===== src/rtl/fb_pkg.sv =====
// Shared constants and types for the frame-buffer arbiter and its helpers.
// Pixel format is {R[3:0],G[3:0],B[3:0]}; addresses are linear y*FB_W+x.
package fb_pkg;

  localparam int FB_W     = 320;
  localparam int FB_H     = 240;
  localparam int FB_DEPTH = FB_W * FB_H;
  localparam int AW       = 17;
  localparam int DW       = 12;

  localparam logic [1:0] SLOT_DISP = 2'd0;
  localparam logic [1:0] SLOT_CAP  = 2'd1;
  localparam logic [1:0] SLOT_LAST = 2'd3;

  typedef enum logic {
    H_IDLE,
    H_ACK
  } host_state_t;

endpackage


===== src/rtl/fb_addr_calc.sv =====
// Maps a 640x480 display coordinate onto the 2x-downscaled frame buffer.
// Shift-add form of y*320 + x so no multiplier is inferred.
module fb_addr_calc
  import fb_pkg::*;
(
  input  logic [9:0]    i_h,
  input  logic [9:0]    i_v,
  output logic [AW-1:0] o_addr
);

  logic [AW-1:0] w_x;
  logic [AW-1:0] w_y;
  logic          w_unused;

  assign w_x = AW'(i_h[9:1]);
  assign w_y = AW'(i_v[9:1]);

  // 320 = 256 + 64
  assign o_addr = (w_y << 8) + (w_y << 6) + w_x;

  // The LSBs are dropped by the 2x upscale.
  assign w_unused = i_h[0] ^ i_v[0];

endmodule


===== src/rtl/frame_mem_arbiter.sv =====
// Shares one single-port frame-buffer BRAM between VGA scan-out (slot 0 of
// every pixel period) and a req/ack host port that gets all remaining cycles.
module frame_mem_arbiter
  import fb_pkg::*;
(
  input  logic          clk,
  input  logic          rst,
  input  logic          pix_en,
  input  logic [9:0]    h_cnt,
  input  logic [9:0]    v_cnt,
  input  logic          valid,
  output logic [3:0]    vgaRed,
  output logic [3:0]    vgaGreen,
  output logic [3:0]    vgaBlue,
  input  logic          host_req,
  input  logic          host_we,
  input  logic [AW-1:0] host_addr,
  input  logic [DW-1:0] host_wdata,
  output logic          host_ack,
  output logic [DW-1:0] host_rdata,
  output logic          host_err,
  output logic          mem_en,
  output logic          mem_we,
  output logic [AW-1:0] mem_addr,
  output logic [DW-1:0] mem_wdata,
  input  logic [DW-1:0] mem_rdata
);

  logic [1:0]    r_slot;
  logic          r_capValid;
  logic [DW-1:0] r_rgb;
  host_state_t   r_hstate;
  logic          r_isRead;
  logic          r_err;

  logic [1:0]    w_slot;
  logic [AW-1:0] w_dispAddr;
  logic          w_dispRd;
  logic          w_hostEligible;
  logic          w_issue;
  logic          w_inRange;
  logic          w_hostAccess;

  fb_addr_calc u_addr_calc (
    .i_h    (h_cnt),
    .i_v    (v_cnt),
    .o_addr (w_dispAddr)
  );

  // Memory strobes are combinational, so they are gated with the reset level
  // to keep the BRAM quiet while reset is held.
  assign w_slot         = pix_en ? SLOT_DISP : r_slot;
  assign w_dispRd       = rst && (w_slot == SLOT_DISP) && valid;
  assign w_hostEligible = (w_slot != SLOT_DISP) || !valid;
  assign w_issue        = rst && host_req && (r_hstate == H_IDLE) && w_hostEligible;
  assign w_inRange      = host_addr < AW'(FB_DEPTH);
  assign w_hostAccess   = w_issue && w_inRange;

  always_comb begin
    mem_en    = w_dispRd || w_hostAccess;
    mem_we    = w_hostAccess && host_we;
    mem_addr  = '0;
    mem_wdata = '0;
    if (w_dispRd) begin
      mem_addr = w_dispAddr;
    end else if (w_hostAccess) begin
      mem_addr  = host_addr;
      mem_wdata = host_we ? host_wdata : '0;
    end
  end

  always_ff @(posedge clk or negedge rst) begin
    if (!rst) begin
      r_slot     <= SLOT_LAST;
      r_capValid <= 1'b0;
      r_rgb      <= '0;
    end else begin
      r_slot     <= (w_slot == SLOT_LAST) ? SLOT_LAST : w_slot + 2'd1;
      r_capValid <= w_dispRd;
      if (w_slot == SLOT_CAP) begin
        r_rgb <= r_capValid ? mem_rdata : '0;
      end
    end
  end

  // Read data arrives from the BRAM during H_ACK, so ack/rdata decode
  // straight from the state rather than adding another register stage.
  always_ff @(posedge clk or negedge rst) begin
    if (!rst) begin
      r_hstate <= H_IDLE;
      r_isRead <= 1'b0;
      r_err    <= 1'b0;
    end else begin
      case (r_hstate)
        H_IDLE: begin
          if (w_issue) begin
            r_hstate <= H_ACK;
            r_isRead <= !host_we && w_inRange;
            r_err    <= !w_inRange;
          end
        end
        H_ACK:   r_hstate <= H_IDLE;
        default: r_hstate <= H_IDLE;
      endcase
    end
  end

  assign host_ack   = (r_hstate == H_ACK);
  assign host_rdata = (host_ack && r_isRead) ? mem_rdata : '0;
  assign host_err   = host_ack && r_err;

  assign vgaRed   = r_rgb[11:8];
  assign vgaGreen = r_rgb[7:4];
  assign vgaBlue  = r_rgb[3:0];

endmodule


===== config.mk =====
export PLATFORM = sky130hd
export DESIGN_NAME = frame_mem_arbiter
export DESIGN_NICKNAME = d
export VERILOG_FILES = /design/src/rtl/fb_pkg.sv /design/src/rtl/fb_addr_calc.sv /design/src/rtl/frame_mem_arbiter.sv
export SDC_FILE = /design/constraint.sdc
export NUM_CORES = 1
export LEC_CHECK = 0
export BUFFER_PORTS_ARGS = -buffer_cell sky130_fd_sc_hd__buf_2
export CORE_AREA = 2 2 63 76
export CTS_CLUSTER_DIAMETER = 150
export DETAILED_ROUTE_END_ITERATION = 10
export DIE_AREA = 0 0 65 78
export MAX_ROUTING_LAYER = met4
export PLACE_DENSITY_LB_ADDON = 0.08
export SETUP_SLACK_MARGIN = 0.15
export SYNTH_ARGS = -nofsm -noshare
export SYNTH_HDL_FRONTEND = slang
export SYNTH_SLANG_ARGS = --single-unit

===== constraint.sdc =====
create_clock -name clk -period 3 [get_ports clk]
set_input_delay 0.45 -clock clk [delete_from_list [all_inputs] [get_ports clk]]
set_output_delay 0.45 -clock clk [all_outputs]
set_load 0.05 [all_outputs]

==> qor.txt, run 1 <==
Mapped Area - 0.00167 mm²
Area grow syn2layout - 54.1%
Cell count after synthesis - 203
Synth Flop Type - dfrtp_1
Lkg Pwr - 0.00152 µW
Clock Path Buffers - 2
Worst setup EP type - primary output
Residual DRC - 0
Area post-placement - 0.00239 mm²
Layout cells sized above 1 - 50.0%
Fin. max-slew vios - 0
Relative slew slack - 57.0%
Max FO, Critical Path - 2
Wirelength per Cell - 12.4 µm
Via-to-Cell Ratio - 4.98
Die H - 78 µm
Core area - 0.00426 mm²
Fin area - 0.00258 mm²
Max Cap Viol - 0
Worst Tran Pin Value - 0.643 ns
Clock Sinks - 18
First-pass GRT wire length - 7.31 mm
Largest net degree at the start of global routing - 26
Setup slack, reg-to-reg - 1.41 ns
Seq/Total Area, Yosys - 27.1%
RR Startpoint - r_slot[0]
Setup Viol. Count Final - 0
Area leader, netlist - dfrtp_1
Input/output buffers - 121
Critical path type - in2out
Hold WC Path Type - in2async
FF-to-FF path depth - 6
CTS root buf - clkbuf_8
Clock skew - 0.00311 ns
Post-synth EDFFs - 0
Mean post-synth cell area - 8.24 µm²
GP Congestion - 0.807
Async S/R FF share, synth - 100%
Post-layout util - 60.5%
Critical Path RT - 2.55 ns
Gr usage total - 18.2%
Yosys top cell area share - 23.9%
WP data arrival - 2.43 ns
Setup TNS - 0 ns
Initial antenna violation count - 0
Fillers - 397
CTS tree - yes
Fin crit period - 2.88 ns
Starting DRC count in detailed routing - 20
Vias in the first global route - 1707
Hpwl dp - 3.84 mm
Placed Cells - 380
CTS Hold Buffers Added - 0
Clock Latency Late Sink - 0.25 ns
Final Cycle Share - 95.9%
Vias - 1921
Final ANT Viol Nets - 0
Full die area - 0.00507 mm²
Synth area leaders - dfrtp_1 (24%), ha_1 (13%), and3_1 (9.3%)
Worst Setup Slack, final - 0.123 ns
H-Tree Depth - 1
FF+latch count, synth - 18
Post-synthesis cell type count - 37
Worst reg2reg path endpoint - r_isRead
Post-synth top cells - nand2_1 (38), and3_1 (25), o21ai_0 (19)
Max Freq - 0.348 GHz
Power Dens Cells - 358 mW/mm²
Yosys warnings - 0
Hold Vio Cnt, Final - 0
I/O pin count - 124
Num rows - 26
VDD IR max - 164 µV
Status - finished, final reports clean
Setup crit start kind - input pin
Dpl ws - -0.161 ns
Number of diodes - 0
Fin nets - 417
Drt pass-1 iters - 4
Clock-pin slew on the worst setup and hold paths - 0.07 ns
Initial core utilization - 39.3%
TritonCTS Buffers - 3
Synthesized Nets - 289
Remaining Overflow, GRT - 0
Finished Layout Cells - 386
Most numerous cell in the Yosys netlist - nand2_1
RSZ-0062 raised after global routing - true
Crit path from - v_cnt[2]
Routed wire length - 4.77 mm
Die X - 65 µm
worst max-delay path by stage:
| stage | to | cells past startpoint |
|---|---|---|
| 6_report | mem_addr[15] | 11 |
| 5_1_grt | mem_addr[15] | 11 |
| 3_3_place_gp | mem_addr[15] | 10 |
| 2_1_floorplan | mem_addr[13] | 8 |
| 4_1_cts | mem_addr[13] | 11 |
| 3_5_place_dp | mem_addr[15] | 10 |
flip-flops by register name (all words and copies together) (netlist names):
| register | cells |
|---|---|
| r_slot | 2 |
| r_capValid | 1 |
| r_isRead | 1 |
| r_err | 1 |
| host_ack | 1 |
| r_rgb | 12 |
kinds of logic after synthesis:
group | share of synthesized area, %
and+or+nand+nor | 25.4
AOI/OAI and AO/OA | 21.7
adders and majority gates | 15.1
xor gates and xnor gates | 2.62
DFF | 27.1
buffers and inverters | 6.88
muxes | 1.20
final cells by class:
cell class                 count  area [µm²]  share of cell area, %
timing repair buffer         135         753                   29.2
clock buffer                   4        45.0                   1.75
sequential                    18         453                   17.6
multi-input combinational    161        1210                   46.9
tap                           56        70.1                   2.72
inverter                      12        47.5                   1.84
what timing repair did:
| action | 4_1_cts | 5_1_grt |
|---|---|---|
| resized for setup | 17 | 11 |
| pin swaps | 8 | 5 |
| endpoints found under the setup margin | 6 | 7 |
| buffers inserted | 2 | 0 |
layer usage:
layer	part of all wire, %	vias up	global-route usage [%]
met5	0	-	-
met4	2.5	0	7.66
met1	40	853	20.0
met3	7.2	10	1.30
met2	50	94	33.3
li1	-	964	-
per-stage QoR:
stage	hold slack [ns]	total power, µW
after floorplan	0.154	578
after global placement	0.315	710
after detailed placement	0.321	713
after CTS	0.0530	906
after global routing	0.0630	978
final	0.0491	923
worst max-delay path, stage by stage:
cell      delay [ns]
buf_2           0.12
ha_1            0.27
ha_2            0.17
inv_1           0.06
fa_2            0.40
inv_1           0.07
a21o_1          0.15
a221oi_2        0.07
or4_4           0.44
nand3_4         0.09
buf_8           0.15
placed cells by master (no fill, tap or decap), types with 7 or more instances in the layout:
cell type,n
buf_4,16
buf_2,113
dfrtp_1,16
inv_1,10
a22o_1,8
and3_1,25
a21oi_1,7
nand2_1,38
nor2_1,8
ha_1,12
o21ai_0,12
report_power, final:
group	internal [µW]	leakage, µW	switching (µW)	total [µW]
sequential	263	0.000236	19.2	282
clock	94.0	0.0000228	73.1	167
combinational	178	0.00126	295	473
total	535	0.00152	387	923
(Power assumes the default switching activity.)
==> run 2: changes to the inputs <==
--- a/config.mk
+++ b/config.mk
@@ -12,7 +12,6 @@
 export DIE_AREA = 0 0 65 78
 export MAX_ROUTING_LAYER = met4
 export PLACE_DENSITY_LB_ADDON = 0.08
-export SETUP_SLACK_MARGIN = 0.15
 export SYNTH_ARGS = -nofsm -noshare
 export SYNTH_HDL_FRONTEND = slang
 export SYNTH_SLANG_ARGS = --single-unit
==> qor.txt, run 2 (synthesis gave the netlist of run 1 again) <==
Relative slew slack - 55.5% (-1.6 points)
Clock Path Buffers - 2 (unchanged)
WP data arrival - 2.44 ns (about the same)
Status - finished, final reports clean
Setup Viol. Count Final - 0 (unchanged)
Remaining Overflow, GRT - 0 (unchanged)
Max Cap Viol - 0 (unchanged)
Vias in the first global route - 1731 (+1.4%)
Critical path type - in2out
Area grow syn2layout - 45.3%
Input/output buffers - 121 (unchanged)
Drt pass-1 iters - 4 (unchanged)
Initial antenna violation count - 0 (unchanged)
Setup bufs post-CTS - 0 (-2)
Max Freq - 0.346 GHz (-0.32%)
Starting DRC count in detailed routing - 39 (+95%)
Number of diodes - 0 (unchanged)
I/O pin count - 124 (unchanged)
Biggest register - r_rgb
Fin. max-slew vios - 0 (unchanged)
CTS Hold Buffers Added - 0 (unchanged)
Residual DRC - 0 (unchanged)
Core area - 0.00426 mm² (unchanged)
VDD IR max - 148 µV (-9.8%)
Fillers - 430 (+8.3%)
First-pass GRT wire length - 7.71 mm (+5.6%)
Worst Tran Pin Value - 0.667 ns (+0.0234 ns)
Wirelength per Cell - 12.1 µm (-1.9%)
Clock-pin slew on the worst setup and hold paths - 0.06 ns (about the same)
Full die area - 0.00507 mm² (unchanged)
Die H - 78 µm (unchanged)
Routed wire length - 4.61 mm (-3.4%)
Max FO, Critical Path - 2 (unchanged)
Top Registers - r_rgb: 12 flops, r_slot: 2 flops
Area post-placement - 0.00234 mm² (-1.9%)
Clock Sinks - 18 (unchanged)
Power Dens Cells - 369 mW/mm² (+3.0%)
Fin crit period - 2.89 ns (+0.00917 ns)
Clock Latency Late Sink - 0.25 ns (about the same)
CTS root buf - clkbuf_8
Lkg Pwr - 0.00148 µW (-2.3%)
Final ANT Viol Nets - 0 (unchanged)
Via-to-Cell Ratio - 4.83 (-3.0%)
Largest net degree at the start of global routing - 31 (+19%)
Gr usage total - 19.3% (+1.1 points)
H-Tree Depth - 1 (unchanged)
Num rows - 26 (unchanged)
Fin area - 0.00243 mm² (-5.7%)
Die X - 65 µm (unchanged)
Hold WC Path Type - in2async
CTS tree - yes
Most frequent cells in the layout - buf_2 (118), nand2_1 (38), and3_1 (25)
Initial core utilization - 39.3% (unchanged)
Hold Vio Cnt, Final - 0 (unchanged)
RSZ-0062 raised after global routing - true
Fin nets - 411 (-1.4%)
TritonCTS Buffers - 3 (unchanged)
GP Congestion - 0.803 (-0.51%)
Largest register FFs - 12 (unchanged)
Overall power - 896 µW (-2.9%)
Layout cells sized above 1 - 46.6% (-3.4 points)
Final Cycle Share - 96.2% (+0.31 points)
Hpwl dp - 3.88 mm (+1.0%)
Clock skew - 0.00162 ns (-0.00149 ns)
Vias - 1835 (-4.5%)
Setup TNS - 0 ns (unchanged)
Critical Path RT - 2.55 ns (about the same)
Setup crit start kind - input pin
Most common cell after layout, fill and taps aside - buf_2
Worst setup EP type - primary output
-- run 2: changes by cell type in the layout (fill, tap and decap cells not counted), moves of 3 or more --
cell	change
ha_1	+4
buf_4	-7
buf_6	-3
o21ai_2	-3
o21ai_1	+3
buf_2	+5
ha_4	-4
-- run 2: cell type report --
cell class              count  area, µm²  share of cell area (%)
clock buffers               4       55.1                    2.27
inverters                  12       47.5                    1.96
multi-input cells         161       1120                    46.1
flip-flops and latches     18        453                    18.6
well taps                  56       70.1                    2.88
repair buffers            129        684                    28.2
-- run 2: worst max-delay path, stage by stage --
cell      delay (ns)
buf_2           0.09
inv_1           0.05
fa_1            0.58
fa_2            0.22
inv_1           0.04
a21o_1          0.17
a221oi_2        0.24
buf_4           0.16
xor2_1          0.15
o21ai_1         0.08
buf_4           0.19
-- run 2: per-layer routing --
| metal | wire (µm) | track usage, % | vias up |
|---|---|---|---|
| li1 | - | - | 954 |
| met1 | 1910 | 23.3 | 815 |
| met2 | 2400 | 34.1 | 64 |
| met3 | 283 | 1.74 | 2 |
| met4 | 21 | 5.11 | 0 |
| met5 | 0 | - | - |
-- run 2: worst paths after layout --
check / slack [ns] / cells past startpoint / to / start
max in group asynchronous: 2.51 / 2 / r_slot[1] / rst
min: 0.02 / 1 / r_capValid / rst
max reg2reg: 1.25 / 6 / r_isRead / r_slot[0]
min reg2reg: 0.48 / 2 / r_rgb[5] / r_rgb[5]
max: 0.11 / 11 / mem_addr[13] / v_cnt[3]
min in group clk: 0.45 / 2 / host_ack / valid
-- run 2: report_power, final --
part | total [µW] | switching, µW | internal, µW
logic | 424 | 276 | 148
registers | 282 | 18.5 | 263
clock network | 190 | 73.7 | 116
-- run 2: timing repair --
| action | CTS | global route |
|---|---|---|
| pin swaps | 0 | 5 |
| gates resized for setup | 4 | 9 |
| hold endpoints to repair | 0 | 0 |
| endpoints found under the setup margin | 2 | 6 |
-- run 2: metrics by stage --
step,setup WS (ns),util (%),hold WS [ns],cells
floorplan,-0.0305,-,0.154,203
global placement,-0.118,55.0,0.283,376
detailed placement,-0.142,55.0,0.285,376
CTS,0.0162,56.5,0.0146,380
global route,-0.00423,57.0,0.0186,380
finish,0.114,57.0,0.0200,380
==> run 3: changes to the inputs <==
--- a/config.mk
+++ b/config.mk
@@ -6,12 +6,15 @@
 export NUM_CORES = 1
 export LEC_CHECK = 0
 export BUFFER_PORTS_ARGS = -buffer_cell sky130_fd_sc_hd__buf_2
-export CORE_AREA = 2 2 63 76
+export CELL_PAD_IN_SITES_DETAIL_PLACEMENT = 1
+export CELL_PAD_IN_SITES_GLOBAL_PLACEMENT = 1
+export CORE_AREA = 2 2 75 91
 export CTS_CLUSTER_DIAMETER = 150
 export DETAILED_ROUTE_END_ITERATION = 10
-export DIE_AREA = 0 0 65 78
+export DIE_AREA = 0 0 77 93
 export MAX_ROUTING_LAYER = met4
 export PLACE_DENSITY_LB_ADDON = 0.08
 export SYNTH_ARGS = -nofsm -noshare
 export SYNTH_HDL_FRONTEND = slang
+export SYNTH_HIERARCHICAL = 1
 export SYNTH_SLANG_ARGS = --single-unit
==> qor.txt, run 3 <==
Status - finished, violations left
Most frequent cells in the layout - buf_2 (112), nand2_1 (27), dfrtp_1 (16), buf_4 (16), ha_1 (16)
Hold WC Path Type - in2async
Max Freq - 0.322 GHz (-6.9%)
Most common cell after layout, fill and taps aside - buf_2
I/O pin count - 124 (unchanged)
Sequential Power Share - 28.8% (-2.6 points)
TritonCTS Buffers - 3 (unchanged)
Residual DRC - 0 (unchanged)
Most numerous cell in the Yosys netlist - nand2_1
Fin nets - 403 (-1.9%)
Clock Path Buffers - 2 (unchanged)
Wirelength per Cell - 14.8 µm (+22%)
Critical Path RT - 2.55 ns (about the same)
Clock Latency Late Sink - 0.25 ns (about the same)
Fin area - 0.00266 mm² (+9.5%)
Drt pass-1 iters - 4 (unchanged)
First-pass GRT wire length - 9.50 mm (+23%)
Area leader, netlist - dfrtp_1
CTS root buf - clkbuf_8
Via-to-Cell Ratio - 4.88 (+1.0%)
Relative slew slack - 50.0% (-5.4 points)
Worst Setup Slack, final - -0.101 ns (-0.215 ns)
Hpwl dp - 4.74 mm (+22%)
Hold Vio Cnt, Final - 0 (unchanged)
Setup Viol. Count Final - 4 (+4)
Starting DRC count in detailed routing - 27 (-31%)
Synth Flop Type - dfrtp_1
Post-synth top cells - nand2_1 (27), ha_1 (17), dfrtp_1 (16)
Clock skew - 0.00252 ns (+0.000900 ns)
Die H - 93 µm (+19%)
CTS tree - yes
Failing checks - negative setup slack
RR Startpoint - host_ack
GP Congestion - 0.769 (-4.2%)
Internal power - 578 µW (+9.7%)
Routed wire length - 5.93 mm (+29%)
Synth area leaders - dfrtp_1 (22%), ha_1 (12%), and4_1 (5.9%)
Worst setup EP type - primary output
Full die area - 0.00716 mm² (+41%)
Seq/Total Area, Yosys - 25.4% (-1.6 points)
Cell count after synthesis - 195 (-3.9%)
FF+latch count, synth - 18 (unchanged)
Layout cells sized above 1 - 55.1% (+8.5 points)
Async S/R FF share, synth - 100% (unchanged)
Combinational Power Share - 50.9% (+3.6 points)
Setup TNS - -0.273 ns (-0.273 ns)
Critical path type - in2out
Initial antenna violation count - 0 (unchanged)
Post-synthesis cell type count - 41 (+11%)
Area post-placement - 0.00247 mm² (+5.5%)
Lkg Pwr - 0.00152 µW (+2.8%)
Clock network power share - 20.2% (-1.0 points)
Worst reg2reg path endpoint - r_isRead
Number of diodes - 0 (unchanged)
Final ANT Viol Nets - 0 (unchanged)
Power Dens Cells - 368 mW/mm² (-0.14%)
H-Tree Depth - 1 (unchanged)
Yosys top cell area share - 22.5% (-1.4 points)
Final Cycle Share - 103% (+7.2 points)
Num rows - 32 (+23%)
VDD IR max - 117 µV (-21%)
Vias in the first global route - 2065 (+19%)
Initial core utilization - 28.1% (-11 points)
Input/output buffers - 121 (unchanged)
Clock Sinks - 18 (unchanged)
Worst Tran Pin Value - 0.750 ns (+0.0833 ns)
Mean post-synth cell area - 9.13 µm² (+11%)
FF-to-FF path depth - 3 (-3)
Max FO, Critical Path - 3 (+1)
Fin. max-slew vios - 0 (unchanged)
Fin crit period - 3.10 ns (+0.215 ns)
Overall power - 980 µW (+9.4%)
WP data arrival - 2.65 ns (+0.21 ns)
Sw Ratio - 41.0% (-0.16 points)
Clock-pin slew on the worst setup and hold paths - 0.07 ns (about the same)
Mapped Area - 0.00178 mm² (+6.4%)
Post-synth EDFFs - 0 (unchanged)
Area grow syn2layout - 49.5%
Synthesized Nets - 281 (-2.8%)
Biggest register - r_rgb
Core area - 0.00633 mm² (+48%)
Top Registers - r_rgb: 12 flops, r_slot: 2 flops
Switch Pwr - 401 µW (+9.0%)
Die X - 77 µm (+18%)
Yosys warnings - 6 (+6)
Remaining Overflow, GRT - 0 (unchanged)
Vias - 1956 (+6.6%)
Dpl ws - -0.310 ns (-0.167 ns)
Gr usage total - 16.4% (-2.9 points)
RSZ-0062 raised after global routing - true
Post-layout util - 42.1% (-15 points)
Largest register FFs - 12 (unchanged)
Setup crit start kind - input pin
Max Cap Viol - 0 (unchanged)
Largest net degree at the start of global routing - 31 (unchanged)
Setup slack, reg-to-reg - 1.38 ns (+0.13 ns)
run 3: cell types whose count changed after synthesis, sizes merged, moves of 8 or more:
cell / change
a32o: +17
and3: -13
and4: +11
nand2: -11
buf: +10
a22o: -8
run 3: power by group through the flow:
stage	registers, µW	clock network (µW)	logic (µW)
CTS	283	207	496
finish	282	198	499
floorplan	318	0	290
global route	287	215	538
global placement	287	0	461
detailed placement	288	0	465
run 3: repair_timing:
action / CTS / global route
gates cloned: 0 / 0
setup endpoints to repair: 6 / 6
resized for setup: 25 / 7
hold buffers: 0 / 0
pin swaps: 13 / 6
setup buffers: 2 / 2
run 3: routing by layer:
layer | GRT usage, % | wire (µm) | up-vias
li1 | - | - | 965
met1 | 18.0 | 2370 | 912
met2 | 31.4 | 3100 | 77
met3 | 3.09 | 430 | 2
met4 | 2.68 | 26 | 0
met5 | - | 0 | -
run 3: through the flow:
stage               cells  hold WS, ns
floorplan             195        0.154
global placement      394        0.316
detailed placement    394        0.312
CTS                   400       0.0388
global route          401       0.0382
finish                401       0.0350
run 3: cells by family (layout without fill, tap and decap cells):
kind of cell / Yosys count / in the layout / synth area share, %
AOI/OAI and AO/OA: 49 / 49 / 24.7
xor gates and xnor gates: 8 / 8 / 3.94
adders and majority gates: 19 / 19 / 14.2
buffers and inverters: 31 / 152 / 9.35
DFF: 18 / 18 / 25.4
muxes: 1 / 1 / 0.632
and+or+nand+nor: 69 / 69 / 21.7
run 3: worst max-delay path by stage:
stage               cells past startpoint      endpoint     start
global placement                       12  mem_addr[16]  v_cnt[3]
finish                                 12  mem_addr[16]  h_cnt[9]
detailed placement                     12  mem_addr[16]  v_cnt[3]
global route                           12  mem_addr[15]  h_cnt[9]
floorplan                              10  mem_addr[14]  v_cnt[3]
CTS                                    12  mem_addr[16]  h_cnt[9]
run 3: final cells by class:
cell class	count	area, µm²
clock buffers	4	55.1
multi-input cells	146	1210
repair buffers	138	801
inverters	10	40.0
flip-flops and latches	18	453
fillers	786	3660
well taps	85	106
run 3: worst max-delay path, cell delays in order:
cell       delay, ns
buf_6           0.08
inv_4           0.03
fa_2            0.60
inv_2           0.06
ha_4            0.24
a21oi_4         0.13
o2111ai_2       0.15
a41o_1          0.29
a21oi_2         0.15
xnor2_1         0.09
a32o_2          0.24
buf_8           0.15
